$ cat src/rtl/pc_fetch_ctrl.sv
// Fetch-stage PC owner: sequences fetch requests, applies EX redirects, and
// parks a redirect while the instruction memory back-pressures.
module pc_fetch_ctrl #(
   parameter int PC_W   = 9,
   parameter int DATA_W = 32
) (
   input  logic              clk,
   input  logic              reset,
   input  logic              stall,
   input  logic              br_taken,
   input  logic [PC_W-1:0]   br_target,
   input  logic              jalr_en,
   input  logic [DATA_W-1:0] jalr_target,
   output logic              imem_req_valid,
   input  logic              imem_req_ready,
   output logic [PC_W-1:0]   pc,
   output logic [1:0]        pc_sel,
   output logic              flush_if_id,
   output logic              flush_id_ex,
   output logic              redirect_pending
);

   typedef enum logic [1:0] {
      BOOT = 2'd0,
      RUN  = 2'd1,
      PEND = 2'd2
   } state_t;

   state_t          state_r, state_s;
   logic [PC_W-1:0] pc_r, pc_s, pend_r, pend_s, target_s;
   logic            flush_r;
   logic            redirect_s, valid_s, accept_s;
   logic [1:0]      sel_s;
   logic            unused_jalr_s;

   // JALR targets are halfword-aligned by clearing bit 0; upper bits fall outside the PC space
   assign unused_jalr_s = ^{jalr_target[DATA_W-1:PC_W], jalr_target[0]};

   // Redirect source decode; JALR wins over a simultaneous branch
   always_comb begin
      redirect_s = 1'b0;
      sel_s      = 2'b00;
      target_s   = '0;
      if (!reset && (state_r != BOOT)) begin
         if (jalr_en) begin
            redirect_s = 1'b1;
            sel_s      = 2'b10;
            target_s   = {jalr_target[PC_W-1:1], 1'b0};
         end else if (br_taken) begin
            redirect_s = 1'b1;
            sel_s      = 2'b01;
            target_s   = br_target;
         end else begin
            redirect_s = 1'b0;
         end
      end else begin
         redirect_s = 1'b0;
      end
   end

   // Request valid per state; once raised in PEND it must stay up until accepted
   always_comb begin
      valid_s = 1'b0;
      case (state_r)
         BOOT:    valid_s = 1'b0;
         RUN:     valid_s = !stall;
         PEND:    valid_s = 1'b1;
         default: valid_s = 1'b0;
      endcase
   end

   assign accept_s = valid_s && imem_req_ready;

   // Next-state and next-PC selection
   always_comb begin
      state_s = state_r;
      pc_s    = pc_r;
      pend_s  = pend_r;
      case (state_r)
         BOOT: begin
            state_s = RUN;
            pc_s    = '0;
         end
         RUN: begin
            if (redirect_s) begin
               if (!valid_s || imem_req_ready) begin
                  pc_s = target_s;
               end else begin
                  pend_s  = target_s;
                  state_s = PEND;
               end
            end else if (accept_s) begin
               pc_s = pc_r + {{(PC_W-3){1'b0}}, 3'd4};
            end else begin
               pc_s = pc_r;
            end
         end
         PEND: begin
            // the youngest redirect replaces whatever target is parked
            if (accept_s) begin
               state_s = RUN;
               pc_s    = redirect_s ? target_s : pend_r;
            end else if (redirect_s) begin
               pend_s = target_s;
            end else begin
               pend_s = pend_r;
            end
         end
         default: begin
            state_s = BOOT;
            pc_s    = '0;
            pend_s  = '0;
         end
      endcase
   end

   // State, PC, parked target and flush registers
   always_ff @(posedge clk) begin
      if (reset) begin
         state_r <= BOOT;
         pc_r    <= '0;
         pend_r  <= '0;
         flush_r <= 1'b0;
      end else begin
         state_r <= state_s;
         pc_r    <= pc_s;
         pend_r  <= pend_s;
         flush_r <= redirect_s;
      end
   end

   assign imem_req_valid   = valid_s;
   assign pc               = pc_r;
   assign pc_sel           = sel_s;
   assign flush_if_id      = flush_r;
   assign flush_id_ex      = flush_r;
   assign redirect_pending = (state_r == PEND);

endmodule

$ cat config.mk
export PLATFORM = sky130hd
export DESIGN_NAME = pc_fetch_ctrl
export DESIGN_NICKNAME = d
export VERILOG_FILES = /design/src/rtl/pc_fetch_ctrl.sv
export SDC_FILE = /design/constraint.sdc
export NUM_CORES = 1
export LEC_CHECK = 0
export BUFFER_PORTS_ARGS = -buffer_cell sky130_fd_sc_hd__buf_2
export CORE_MARGIN = 5
export CORE_UTILIZATION = 32
export DETAILED_ROUTE_END_ITERATION = 7
export PLACE_DENSITY_LB_ADDON = 0.1
export SKIP_LAST_GASP = 1
export SLEW_MARGIN = 20
export SYNTH_ARGS = -nofsm -noshare
export SYNTH_HDL_FRONTEND = slang
export SYNTH_SLANG_ARGS = --single-unit
$ cat constraint.sdc
create_clock -name clk -period 2.4 [get_ports clk]
set_input_delay 0.12 -clock clk [delete_from_list [all_inputs] [get_ports clk]]
set_output_delay 0.12 -clock clk [all_outputs]
set_load 0.05 [all_outputs]
==> summary.md, run 1 <==
| Metric | Value |
|---|---|
| Setup Buffers After CTS | `0` |
| DRC | `0` |
| Max Fclk | `approximately 500 MHz` |
| Die ar. | `about 6000 um2` |
| Root Driver | `clkbuf_8` |
| Post-DRT Antenna Nets | `0` |
| Register-to-Register Setup Slack | `between 300 and 400 ps` |
| Crit-path max FO | `9` |
| Drt wl/cell | `16.3 um` |
| Power, Total | `1470 uW` |
| Layout cell share with drive strength beyond 1 | `27.9%` |
| CTS tree | `done` |
| CP max stage cell | `ha_1` |
| Post-synth EDFFs | `0` |
| Slew Limit Fails | `0` |
| Synth Net Count | `216` |
| Initial antenna violation count | `0` |
| DR pass1 iterations | `4` |
| Skew final | `1.85 ps` |
| Synth area leader | `dfxtp_1` |
| Final non-filler cell total | `between 200 and 300` |
| Hold Path Cell Cnt | `2` |
| Area contributors post-synth | `dfxtp_1 29%, o2bb2ai_1 4.8%, a21oi_1 3.8%, o21ai_1 3.8%, ha_1 3.5%` |
| Final Wtd Congestion | `just under 0.8` |
| Bufs and invs on worst path | `1` |
| Post-synth ARST share | `0%` |
| Met3 WL post-DR | `approximately 230 um` |
| Synth Instances | `around 170` |
| Final hold violations | `0` |
| Ys Warns | `0` |
| Met2 Wirelength | `roughly 2.1 mm` |
| Crit-path cells | `inv_1, ha_1, and2b_1, nor2_1, o31ai_1, nand3_1, o2bb2ai_1` |
| Max-cap viol count | `0` |
| Via-to-Cell Ratio | `between 5 and 6` |
| R2R depth | `7` |
| Number of global-route vias before repair | `1476` |
| Die width | `77.3 um` |
| Post-Place Setup Slack | `383 ps` |
| Net Sw Frac | `47.6%` |
| Synth Flop Type | `dfxtp_1` |
| Port buffer count | `37` |
| Final setup fails | `0` |
| CP startpoint | `state_r[1]` |
| Top metal layer carrying routed signals | `met4` |
| Crit path time final | `2030 ps` |
| Clock Latency Late Sink | `between 200 and 300 ps` |
| Commonest non-fill, non-tap cells in the layout | `37 x buf_2, 21 x dfxtp_1, 11 x a21oi_1, 11 x o21ai_1, 10 x nand3_1` |
| Global Route Usage Sum | `13.9%` |
| Clock sinks | `21` |
| RSZ-0062 raised after global routing | `no` |
| Final period util | `84.5%` |
| Max-slew headroom | `between 60% and 70%` |
| Worst Setup EP | `pend_r[5]` |
| Req. time, crit path | `around 2600 ps` |
| Commonest non-fill, non-tap cell in the layout | `buf_2` |
| Worst hold path type | `input pin to register` |
| Initial Util | `33.1%` |
| Post-Syn Area | `between 1000 and 1500 um2` |
| Worst-path clk slew | `80 ps` |
| CP peak stage delay | `380 ps` |
| Worst Setup Start Kind | `register` |
| #FFs+latches synth | `21` |
| Comb pwr share | `56.7%` |
| Post-CTS sizing | `0` |
| First-pass GRT wire length | `6.98 mm` |
| CP Capture Type | `register` |
| Nets | `253` |
| Psw | `700 uW` |
| Hold Buf Count CTS | `0` |
| H-tree levels | `1` |
| M1 WL | `1.76 mm` |
| Area delta synth->final | `17.9%` |
| Post-DP HPWL | `3.17 mm` |
| Routed vias | `1435` |
| Initial DRC count | `about 130` |
| Share of the yosys chip area belonging to registers | `29.0%` |
| Seq pwr share | `27.1%` |
| Placed Cells | `249` |
| FF-to-FF Start | `state_r[1]` |
| Die height | `77.3 um` |
| PD cells | `859 nW/um2` |
| Core area | `4380 um2` |
| Row cnt | `24` |
| Setup TNS | `0 ps` |
| Avg Cell Area, Syn | `a little under 9 um2` |
| CP delay by family, top | `simple AND/OR/NAND/NOR gates` |
| Clock power share | `16.2%` |
| Clk buf depth | `2` |
| Status | `finished clean` |
| I/O Pins | `62` |
| Grt ovf | `0` |
| Largest net degree at the start of global routing | `17` |
| Top-area cell type share of the netlist area | `29.0%` |
| Reg-to-Reg End | `pend_r[5]` |
| Critical path class | `register to register` |
| Routed WL | `between 4 and 5 mm` |
| Leak Pwr | `between 0.0006 and 0.0007 uW` |
| Worst-margin pin slew | `461 ps` |
| Crit path DAT | `around 2200 ps` |
| Library cells used by synthesis | `51` |
| Final worst setup slack | `372 ps` |
| Worst path depth | `7` |
| Pint | `770 uW` |
| N_diodes | `0` |
| Worst vdd ir | `0.297 mV` |
| TritonCTS buffer count | `3` |
-- final cells by class --
type	instances	area (um2)
sequential	21	420
clock buffer	4	45.0
tap	52	65.1
fill	454	2670
multi-input combinational	131	947
timing repair buffer	41	215
inverter	4	17.5
-- routing by layer --
metal / track usage (%) / vias to the layer above
li1: - / 713
met1: 17.0 / 678
met2: 24.8 / 40
met3: 3.04 / 4
met4: 2.92 / 0
met5: 0 / -
-- stage by stage --
step	hold WS (ps)	cell area [um2]	utilization [%]
after global routing	222	1710	39.0
after global placement	442	1670	38.0
after CTS	194	1710	39.0
after detailed placement	442	1670	38.0
after floorplan	314	1450	-
final	209	1710	39.0
-- logic make-up after synthesis --
logic type / count (synthesis) / share of synthesized area, %
compound gates: 74 / 37.9
simple gates: 48 / 20.1
flops: 21 / 29.0
buf+inv: 13 / 5.69
fa+ha+maj: 4 / 3.45
xor+xnor: 3 / 1.81
mux: 2 / 2.07
-- power groups by stage --
stage	Sequential, uW	Combinational [uW]	Clock [uW]
after floorplan	447	587	0
after global placement	404	826	0
after detailed placement	407	829	0
after CTS	398	833	247
after global routing	402	913	263
final	398	834	239
-- registers in the layout, indices dropped and copies added (netlist names) --
| name | count |
|---|---|
| state_r | 2 |
| flush_id_ex | 1 |
| pc | 9 |
| pend_r | 9 |
-- how the worst min path moves through the flow --
stage	start	to	slack (ps)
finish	reset	pend_r[0]	210
global route	reset	pend_r[0]	220
floorplan	reset	pend_r[0]	310
CTS	reset	pend_r[0]	190
detailed placement	pc[1]	pc[1]	440
global placement	pc[1]	pc[1]	440
-- synth_stat cells, types with 2 or more instances --
master,instances
nor2_1,3
a31oi_1,3
a2bb2oi_1,2
dfxtp_1,21
a211oi_1,4
nor2b_1,3
a22oi_2,2
o21ai_1,11
nand2b_1,4
a21o_1,5
a32oi_1,2
inv_1,3
xnor2_1,3
o2111ai_1,2
buf_4,2
o2bb2ai_1,8
or3b_1,3
o21ai_0,2
nand2_1,9
a21oi_1,11
a22oi_1,4
ha_1,4
and3_1,2
o22a_1,3
or2_1,2
a22o_1,3
nand3_1,10
clkbuf_1,3
and2_1,4
buf_6,3
nand3b_1,2
mux2_4,2
and2b_1,2
-- worst register-to-register path: cells and delay by family (launching register included) --
kind,cells,cell delay (ps)
and+or+nand+nor,3,630
AOI/OAI and AO/OA,2,530
adders and majority gates,1,380
DFF,1,320
buffers and inverters,1,100
Power figures use the tool's default switching activity.
==> run 2: changes to the inputs <==
--- a/config.mk
+++ b/config.mk
@@ -5,6 +5,7 @@
 export SDC_FILE = /design/constraint.sdc
 export NUM_CORES = 1
 export LEC_CHECK = 0
+export ABC_AREA = 1
 export BUFFER_PORTS_ARGS = -buffer_cell sky130_fd_sc_hd__buf_2
 export CORE_MARGIN = 5
 export CORE_UTILIZATION = 32
==> constraint.sdc (replaced) <==
create_clock -name clk -period 1.6 [get_ports clk]
set_input_delay 0.08 -clock clk [delete_from_list [all_inputs] [get_ports clk]]
set_output_delay 0.08 -clock clk [all_outputs]
set_load 0.05 [all_outputs]
==> summary.md, run 2 <==
| Metric | Value |
|---|---|
| Psw | `1370 uW (was 700 uW)` |
| Req. time, crit path | `1810 ps (was 2590 ps)` |
| Avg Cell Area, Syn | `6.16 um2 (was 8.79 um2)` |
| Crit path time final | `1590 ps (was 2030 ps)` |
| Skew final | `3.46 ps (was 1.85 ps)` |
| Port buffer count | `37 (unchanged)` |
| Top-area cell type share of the netlist area | `28.2% (was 29.0%)` |
| Max-cap viol count | `0 (unchanged)` |
| Met3 WL post-DR | `249 um (was 228 um)` |
| Area contributors post-synth | `dfxtp_1 28%, nand2_1 22%, nand3_1 7.4%, a21oi_1 7.0%, inv_1 5.0% (was dfxtp_1 29%, o2bb2ai_1 4.8%, a21oi_1 3.8%, o21ai_1 3.8%, ha_1 3.5%)` |
| # fillers | `473 (was 454)` |
| Post-Syn Area | `1490 um2 (was 1450 um2)` |
| Commonest non-fill, non-tap cells in the layout | `84 x nand2_1, 34 x buf_2, 20 x nand3_1, 20 x buf_4, 19 x a21oi_1 (was 37 x buf_2, 21 x dfxtp_1, 11 x a21oi_1, 11 x o21ai_1, 10 x nand3_1)` |
| Final setup fails | `0 (unchanged)` |
| Synth Instances | `242 (was 165)` |
| Area delta synth->final | `40.8% (was 17.9%)` |
| Row cnt | `24 (unchanged)` |
| Global Route Usage Sum | `14.9% (was 13.9%)` |
| Routed vias | `1684 (was 1435)` |
| Seq pwr share | `21.8% (was 27.1%)` |
| Grt ovf | `0 (unchanged)` |
| Final worst setup slack | `10.8 ps (was 372 ps)` |
| Clock power share | `13.1% (was 16.2%)` |
| Ys Warns | `0 (unchanged)` |
| Worst Setup Start Kind | `register (unchanged)` |
| Layout cell share with drive strength beyond 1 | `34.0% (was 27.9%)` |
| N_diodes | `0 (unchanged)` |
| Post-synth ARST share | `0% (unchanged)` |
| Clk buf depth | `2 (unchanged)` |
| Cell with the most instances after synthesis | `nand2_1 (was dfxtp_1)` |
| Status | `finished clean (unchanged)` |
| Library cells used by synthesis | `27 (was 51)` |
| Worst-margin pin slew | `452 ps (was 461 ps)` |
| Top post-synthesis cells by count | `89 x nand2_1, 22 x nand3_1, 21 x a21oi_1, 21 x dfxtp_1, 20 x inv_1 (was 21 x dfxtp_1, 11 x a21oi_1, 11 x o21ai_1, 10 x nand3_1, 9 x nand2_1)` |
| Final Wtd Congestion | `0.822 (was 0.776)` |
| M1 WL | `2.23 mm (was 1.76 mm)` |
| Initial DRC count | `51 (was 131)` |
| Post-route cell area | `2100 um2 (was 1710 um2)` |
| Area of the multi-input gates | `1030 um2 (was 947 um2)` |
| Leak Pwr | `0.00101 uW (was 0.000682 uW)` |
| Final period util | `99.3% (was 84.5%)` |
| DR pass1 iterations | `4 (unchanged)` |
| Largest net degree at the start of global routing | `20 (was 17)` |
| I/O Pins | `62 (unchanged)` |
| TritonCTS buffer count | `3 (unchanged)` |
| Top metal layer carrying routed signals | `met4 (unchanged)` |
| Clock Latency Late Sink | `270 ps (was 260 ps)` |
| Synth Flop Type | `dfxtp_1 (unchanged)` |
| Critical path class | `register to register (unchanged)` |
| Fin util | `47.2% (was 39.0%)` |
| Share of the yosys chip area belonging to registers | `28.2% (was 29.0%)` |
| Die width | `78.3 um (was 77.3 um)` |
| Post-DP HPWL | `3.42 mm (was 3.17 mm)` |
| Synth area leader | `dfxtp_1 (unchanged)` |
| PD cells | `1380 nW/um2 (was 859 nW/um2)` |
| Placed Cells | `342 (was 249)` |
| Synth Net Count | `293 (was 216)` |
| Comb pwr share | `65.0% (was 56.7%)` |
| Drt wl/cell | `12.7 um (was 16.3 um)` |
| Final hold violations | `0 (unchanged)` |
| First-pass GRT wire length | `7.24 mm (was 6.98 mm)` |
| Reg area | `428 um2 (was 420 um2)` |
| Crit-path max FO | `5 (was 9)` |
| Worst-path clk slew | `90 ps (was 80 ps)` |
| H-tree levels | `1 (unchanged)` |
| Die ar. | `6130 um2 (was 5980 um2)` |
| Crit path DAT | `1800 ps (was 2220 ps)` |
| Die height | `78.3 um (was 77.3 um)` |
| Initial Util | `33.6% (was 33.1%)` |
| Post-DRT Antenna Nets | `0 (unchanged)` |
| Net Sw Frac | `47.1% (was 47.6%)` |
| Met2 Wirelength | `1.96 mm (was 2.10 mm)` |
| Routed WL | `4.49 mm (was 4.13 mm)` |
| Post-Place Setup Slack | `13.1 ps (was 383 ps)` |
| Worst vdd ir | `0.558 mV (was 0.297 mV)` |
| Slew Limit Fails | `0 (unchanged)` |
| Core area | `4440 um2 (was 4380 um2)` |
| Nets | `352 (was 253)` |
| RSZ-0062 raised after global routing | `yes (was no)` |
| Pint | `1540 uW (was 770 uW)` |
| CTS tree | `done (unchanged)` |
| #FFs+latches synth | `21 (unchanged)` |
| DRC | `0 (unchanged)` |
| Clock sinks | `21 (unchanged)` |
| Final non-filler cell total | `352 (was 253)` |
| Worst hold path type | `input pin to register (unchanged)` |
| Root Driver | `clkbuf_8 (unchanged)` |
| Number of global-route vias before repair | `1546 (was 1476)` |
| Via-to-Cell Ratio | `4.78 (was 5.67)` |
| Post-synth EDFFs | `0 (unchanged)` |
| Initial antenna violation count | `0 (unchanged)` |
| Commonest non-fill, non-tap cell in the layout | `nand2_1 (was buf_2)` |
| Placed Area | `1910 um2 (was 1670 um2)` |
| Max-slew headroom | `69.8% (was 69.2%)` |
| Max Fclk | `629 MHz (was 493 MHz)` |
| CP Capture Type | `register (unchanged)` |
==> run 2: area by class of cell <==
cell class,instances,area share (%)
Timing Repair Buffer,62,20.7
Multi-Input combinational cell,190,49.0
Inverter,23,4.59
Clock inverter,1,0.238
Sequential cell,21,20.4
Tap cell,52,3.10
Clock buffer,3,1.97
==> run 2: through the flow <==
step | hold slack, ps | total power [uW] | setup TNS (ps)
final | 167 | 2900 | 0
after global routing | 207 | 3090 | -1440
after CTS | 174 | 2750 | -4.74
after detailed placement | 453 | 2260 | 0
after global placement | 451 | 2280 | 0
after floorplan | 295 | 1730 | -13.2
==> run 2: worst max-delay path, cell delays in order (launching register included) <==
cell and delay, ps:
dfxtp_4 380, inv_4 50, ha_4 170, nor2_4 140, buf_6 140, nand2_2 70, nor2_4 120, nand3_2 110
a21oi_2 170, nand2_1 70, a21oi_1 120
==> run 2: cells by family (layout without fill, tap and decap cells) <==
| kind of cell | Yosys count | after routing | share of synthesized area [%] |
|---|---|---|---|
| DFF | 21 | 21 | 28.2 |
| AOI/OAI and AO/OA | 37 | 37 | 13.8 |
| adders and majority gates | 4 | 4 | 3.36 |
| xor gates and xnor gates | 1 | 1 | 0.587 |
| and+or+nand+nor | 148 | 148 | 45.6 |
| buffers and inverters | 31 | 89 | 8.39 |
==> run 2: power groups by stage <==
stage	combinational (uW)	clock, uW	sequential, uW
3_3_place_gp	1650	0	628
4_1_cts	1740	386	623
3_5_place_dp	1630	0	630
2_1_floorplan	1030	0	692
6_report	1890	381	634
5_1_grt	2040	409	643
==> run 2: path summary, 6_finish.rpt <==
check | slack, ps | cells after the start | start | endpoint
min reg2reg | 460 | 2 | pend_r[4] | pend_r[4]
max | 10 | 10 | state_r[0] | pc[0]
min | 170 | 4 | imem_req_ready | state_r[1]
max reg2reg | 10 | 10 | state_r[0] | pc[0]
==> run 2: what timing repair did <==
item                       in CTS  in global routing
pin swaps                       2                 12
hold buffers                    0                  0
buffers inserted                3                  3
setup endpoints to repair       4                 21
resized for setup               8                 23
==> run 2: per-layer routing <==
metal | track usage, % | up-vias
met1 | 20.2 | 733
li1 | - | 910
met2 | 23.8 | 37
met3 | 3.32 | 4
met5 | 0 | -
met4 | 4.02 | 0
